### src/rtl/vcr_ugal_sniffer.sv
// rtl/vcr_ugal_sniffer.sv - per-port downstream buffer occupancy sniffer for UGAL routing
//
// Tracks, for every network output port and every VC, how many flits are sitting
// in the downstream input buffer (flits sent minus credits returned). The summed
// occupancy of each port is exported as a registered value for adaptive routing
// decisions. A sticky per-port flag records any accounting inconsistency.
//
// Ports:
//   clk             - clock
//   reset           - active-low reset (asynchronous by default, see reset_type)
//   flit_valid_out  - [num_net_ports] flit sent on port p this cycle
//   flit_vc_out     - [num_net_ports*vc_idx_width] VC of that flit, port p at slice p
//   credit_valid_in - [num_net_ports] credit returned on port p this cycle
//   credit_vc_in    - [num_net_ports*vc_idx_width] VC of that credit, port p at slice p
//   credit_count    - [num_net_ports*credit_count_width] registered port occupancy,
//                     port 0 in the most significant (leftmost) slice
//   error           - [num_net_ports] sticky overflow/underflow flag per port

`timescale 1ns/1ps

`ifndef CONNECTIVITY_LINE
`define CONNECTIVITY_LINE 0
`endif
`ifndef CONNECTIVITY_RING
`define CONNECTIVITY_RING 1
`endif
`ifndef CONNECTIVITY_FULL
`define CONNECTIVITY_FULL 2
`endif
`ifndef RESET_TYPE_ASYNC
`define RESET_TYPE_ASYNC 0
`endif
`ifndef RESET_TYPE_SYNC
`define RESET_TYPE_SYNC 1
`endif

module vcr_ugal_sniffer #(
    parameter int num_flit_buffers     = 8,
    parameter int num_message_classes  = 1,
    parameter int num_resource_classes = 2,
    parameter int num_vcs_per_class    = 1,
    parameter int num_routers_per_dim  = 4,
    parameter int num_dimensions       = 2,
    parameter int num_nodes_per_router = 4,
    parameter int connectivity         = `CONNECTIVITY_FULL,
    parameter int reset_type           = `RESET_TYPE_ASYNC,
    localparam int num_vcs = num_message_classes * num_resource_classes * num_vcs_per_class,
    localparam int vc_idx_width = (num_vcs > 1) ? $clog2(num_vcs) : 1,
    localparam int num_neighbors_per_dim =
        (connectivity == `CONNECTIVITY_FULL) ? (num_routers_per_dim - 1) : 2,
    localparam int num_net_ports = num_dimensions * num_neighbors_per_dim,
    localparam int credit_count_width = $clog2(num_vcs * num_flit_buffers) + 1
) (
    input  logic                                        clk,
    input  logic                                        reset,
    input  logic [num_net_ports-1:0]                    flit_valid_out,
    input  logic [num_net_ports*vc_idx_width-1:0]       flit_vc_out,
    input  logic [num_net_ports-1:0]                    credit_valid_in,
    input  logic [num_net_ports*vc_idx_width-1:0]       credit_vc_in,
    output logic [num_net_ports*credit_count_width-1:0] credit_count,
    output logic [num_net_ports-1:0]                    error
);

    // Each counter must hold 0..num_flit_buffers inclusive.
    localparam int occ_width = $clog2(num_flit_buffers + 1);
    localparam int occ_bits  = num_net_ports * num_vcs * occ_width;
    localparam logic [occ_width-1:0] occ_max = occ_width'(num_flit_buffers);

    // Counters are kept flattened: entry (p, v) lives at (p*num_vcs + v)*occ_width.
    logic [occ_bits-1:0]                          r_occ;
    logic [occ_bits-1:0]                          w_occ_next;
    logic [num_net_ports-1:0]                     r_error;
    logic [num_net_ports-1:0]                     w_error_next;
    logic [num_net_ports*credit_count_width-1:0]  r_credit_count;
    logic [num_net_ports*credit_count_width-1:0]  w_credit_count_next;
    logic [credit_count_width-1:0]                w_sum [num_net_ports];

    always_comb begin
        logic                 w_inc;
        logic                 w_dec;
        logic [occ_width-1:0] w_cur;
        w_occ_next          = r_occ;
        w_error_next        = r_error;
        w_credit_count_next = '0;
        w_inc               = 1'b0;
        w_dec               = 1'b0;
        w_cur               = '0;
        for (int p = 0; p < num_net_ports; p++) begin
            w_sum[p] = '0;
            for (int v = 0; v < num_vcs; v++) begin
                w_cur = r_occ[(p*num_vcs + v)*occ_width +: occ_width];
                w_inc = flit_valid_out[p] &&
                        (flit_vc_out[p*vc_idx_width +: vc_idx_width] == vc_idx_width'(v));
                w_dec = credit_valid_in[p] &&
                        (credit_vc_in[p*vc_idx_width +: vc_idx_width] == vc_idx_width'(v));
                // A flit and a credit on the same VC cancel out, even at the limits.
                case ({w_inc, w_dec})
                    2'b10: begin
                        if (w_cur == occ_max)
                            w_error_next[p] = 1'b1;
                        else
                            w_occ_next[(p*num_vcs + v)*occ_width +: occ_width] = w_cur + 1'b1;
                    end
                    2'b01: begin
                        if (w_cur == '0)
                            w_error_next[p] = 1'b1;
                        else
                            w_occ_next[(p*num_vcs + v)*occ_width +: occ_width] = w_cur - 1'b1;
                    end
                    default: ;
                endcase
                // Sum the current (registered) counters; the extra output register
                // gives the two-cycle event-to-output latency.
                w_sum[p] = w_sum[p] + credit_count_width'(w_cur);
            end
            w_credit_count_next[(num_net_ports-1-p)*credit_count_width +: credit_count_width] =
                w_sum[p];
        end
    end

    generate
        if (reset_type == `RESET_TYPE_ASYNC) begin : g_async_reset
            always_ff @(posedge clk or negedge reset) begin
                if (!reset) begin
                    r_occ          <= '0;
                    r_error        <= '0;
                    r_credit_count <= '0;
                end else begin
                    r_occ          <= w_occ_next;
                    r_error        <= w_error_next;
                    r_credit_count <= w_credit_count_next;
                end
            end
        end else begin : g_sync_reset
            always_ff @(posedge clk) begin
                if (!reset) begin
                    r_occ          <= '0;
                    r_error        <= '0;
                    r_credit_count <= '0;
                end else begin
                    r_occ          <= w_occ_next;
                    r_error        <= w_error_next;
                    r_credit_count <= w_credit_count_next;
                end
            end
        end
    endgenerate

    assign credit_count = r_credit_count;
    assign error        = r_error;

endmodule

### config.mk
export PLATFORM = sky130hd
export DESIGN_NAME = vcr_ugal_sniffer
export DESIGN_NICKNAME = d
export VERILOG_FILES = /design/src/rtl/vcr_ugal_sniffer.sv
export SDC_FILE = /design/constraint.sdc
export NUM_CORES = 1
export LEC_CHECK = 0
export ABC_AREA = 1
export CORE_ASPECT_RATIO = 0.6
export CORE_MARGIN = 2
export CORE_UTILIZATION = 30
export CTS_BUF_LIST = sky130_fd_sc_hd__clkbuf_4 sky130_fd_sc_hd__clkbuf_8 sky130_fd_sc_hd__clkbuf_16
export CTS_CLUSTER_DIAMETER = 50
export DETAILED_ROUTE_END_ITERATION = 6
export SLEW_MARGIN = 20
export SYNTH_ARGS = -nofsm -noshare
export SYNTH_HDL_FRONTEND = slang
export SYNTH_SLANG_ARGS = --single-unit
### constraint.sdc
create_clock -name clk -period 2 [get_ports clk]
set_input_delay 0.3 -clock clk [delete_from_list [all_inputs] [get_ports clk]]
set_output_delay 0.3 -clock clk [all_outputs]
set_load 0.02 [all_outputs]
==> run_results.csv <==
group,metric,value,unit
outcome,run_status,"complete, no violations",
finish,nets,1018,
placement,dp_hpwl,10.18,mm
timing,fmax,558.1,MHz
global_routing,grt_max_degree,52,
synth,yosysWarnings,0,
power,p_leak,3.972,nW
global_routing,grt_pass1_vias,4651,
setup_path,crit_fanout,5,
timing,min_period,1.792,ns
global_routing,antenna_found_initial,0,
synth,avgSynthCellArea,8.180,sq um
placement,dpl_worst_slack,-0.1840,ns
clocking,numClockSinks,84,
timing,drv_slew,0,
setup_path,cpPeakStageDelay,0.47,ns
timing,hold_viol,0,
floorplan,core,0.02017,sq mm
setup_path,path_delay_family,"buffers and inverters",
finish,drive_gt1_share,18.56,%
finish,nFillCells,2021,
detailed_routing,drc,0,
setup_path,cp.arrival,2.06,ns
setup_path,r2r-start,"r_occ[32]",
clocking,clockBufferDepth,2,
clocking,root_buffer,"clkbuf_16",
synth,synth_cell_types,20,
timing,clock_skew,0.007379,ns
setup_path,r2r_cells,4,
detailed_routing,drtIter0Drc,241,
setup_path,r2r_slack,0.54,ns
power,powerDensity,1319,mW/mm^2
floorplan,die_h,115.6,um
setup_path,cp_slowest_cell,"clkdlybuf4s50_1",
detailed_routing,ant_nets,0,
detailed_routing,vias_per_cell,4.278,
detailed_routing,wirelength,12.77,mm
synth,syn-cell-area,0.006225,sq mm
finish,syn_to_final_growth,28.90,%
placement,gp_congestion,0.8216,
setup_path,r2r_end,"credit_count[9]",
global_routing,grt-ovfl-total,0,
timing,tns,0,ns
synth,yosysSeqAreaShare,33.77,%
setup_path,crit_path_start_kind,"input port",
detailed_routing,routedWlPerCell,10.84,um
timing,max-slew-margin-rel,76.96,%
placement,place_inst,1163,
timing,fin_crit_sh,89.59,%
timing,tightest_slew,0.3456,ns
timing,finalHoldWorstSlack,0.3290,ns
timing,setup_viol,0,
floorplan,io_pins,62,
placement,io_buffer_count,61,
clocking,clkLatencyLatePin,0.34,ns
floorplan,dieArea,0.02195,sq mm
power,ir_drop,0.0004421,V
synth,ys_ff_latch,84,
finish,n_antenna_cell,0,
finish,multi_input_area,0.003707,sq mm
setup_path,critPathBufInv,3,
global_routing,grtUsageTotal,12.63,%
synth,syn_inst,761,
global_routing,grt_first_pass_wirelength,22.42,mm
setup_path,path_class,"in2reg",
detailed_routing,firstDrtPassIters,5,
clocking,tritoncts,"built",
power,power.total,10.59,mW
synth,synth_nets,877,
finish,regArea,0.002102,sq mm
clocking,clkSlewWorstSetupHoldPaths,0.06,ns
setup_path,crit_required,2.27,ns
floorplan,num_rows,40,
detailed_routing,vias,5040,
setup_path,path_cells,"clkdlybuf4s50_1 > inv_1 > nor2_1 > inv_1 > ha_1 > nor2_2 > nor2_4 > ha_1 > a21oi_1 > xnor2_1 > nand2_1 > o21ai_1",
timing,fin_ws,0.2082,ns
floorplan,initial_core_util,30.86,%
finish,fin_cells,1178,
clocking,h-tree-depth,3,
clocking,numCtsBuffers,9,
setup_path,crit_path_end_kind,"flop",
timing,rsz0062_at_grt,"false",
floorplan,die_w,190.0,um
clocking,post_cts_buffers,0,
flow_run,max_cap_violations,0,
hold_path,hold_class,"in2async",
==> state kept, by name (all words and copies together) (netlist names) <==
name,count
r_occ,48
credit_count,30
error,6
==> per-stage QoR <==
step           cell area (sq um)  util (%)
6_report                    8024     39.78
5_1_grt                     8024     39.78
4_1_cts                     8019     39.76
3_5_place_dp                7697     38.16
3_3_place_gp                7697     38.16
2_1_floorplan               6225         -
==> logic make-up (layout without fill, tap and decap cells) <==
group,after synthesis,after routing,synth area share [%]
fa+ha+maj,90,90,18.81
xor+xnor,36,36,5.065
flops,84,84,33.77
simple gates,363,363,29.49
compound gates,76,76,6.110
buf+inv,112,256,6.754
==> worst register-to-register path, stage by stage (launching register included) <==
cell     delay (ns)
dfrtp_1        0.49
ha_1           0.28
fa_1           0.41
nand3_1        0.10
nand2_1        0.07
==> layout by cell type, fill, tap and decap left out <==
cell,Yosys,layout
a21oi_1,38,38
buf_12,0,1
buf_4,0,68
bufinv_16,0,2
clkbuf_16,0,9
clkdlybuf4s50_1,0,60
clkinv_4,0,1
dfrtp_1,84,84
dlygate4sd3_1,0,1
fa_1,6,6
ha_1,84,83
ha_2,0,1
inv_1,110,110
inv_2,2,2
inv_6,0,2
nand2_1,159,159
nand2_2,10,10
nand3_1,58,58
nand3_2,12,12
nand4_1,24,24
nor2_1,40,39
nor2_2,30,31
nor2_4,18,18
o21ai_0,13,13
o21ai_1,25,25
or2_1,1,1
or2_2,11,11
xnor2_1,15,15
xor2_1,21,21
==> final cells by class <==
class | instances | share of cell area, %
tap | 273 | 4.257
clock buffer | 9 | 2.807
clock inverter | 5 | 1.076
sequential | 84 | 26.20
inverter | 112 | 5.239
multi-input combinational | 565 | 46.20
timing repair buffer | 130 | 14.22
==> cells in the mapped netlist, drive strengths merged <==
cell,instances,area [sq um]
or2,12,75.08
ha,84,1051
xor2,21,183.9
nand4,24,150.1
dfrtp,84,2102
xnor2,15,131.4
nand2,169,659.4
nand3,70,410.4
nor2,88,540.5
fa,6,120.1
inv,112,420.4
o21ai,38,190.2
a21oi,38,190.2
==> what timing repair did <==
action / in CTS / in global routing
resized for setup: 0 / 2
endpoints found under the setup margin: 0 / 2
endpoints found under the hold margin: 8 / 0
hold buffers: 1 / 0
==> report_power, final <==
part           internal, mW  switching, mW
combinational          2.41           2.88
sequential             2.53          0.988
clock                  1.09          0.691
==> layer usage <==
| layer | vias up | wire length (um) | part of all wire (%) | track usage, % |
|---|---|---|---|---|
| met3 | 9 | 428 | 3.4 | 2.998 |
| li1 | 2732 | - | - | - |
| met1 | 2245 | 7277 | 57 | 19.50 |
| met4 | 0 | 152 | 1.2 | 3.566 |
| met2 | 54 | 4910 | 38 | 17.18 |
| met5 | - | 0 | 0 | 0 |
==> worst max-delay path by stage <==
stage / to / start / slack [ns] / depth (start not counted)
floorplan: r_occ[2] / flit_valid_out[0] / 0.40 / 11
global placement: r_occ[2] / flit_valid_out[0] / -0.11 / 12
detailed placement: r_occ[2] / flit_valid_out[0] / -0.18 / 12
CTS: r_occ[2] / flit_valid_out[0] / 0.19 / 12
global route: r_occ[2] / flit_valid_out[0] / 0.01 / 12
finish: r_occ[2] / flit_valid_out[0] / 0.21 / 12
(Power assumes the default switching activity.)
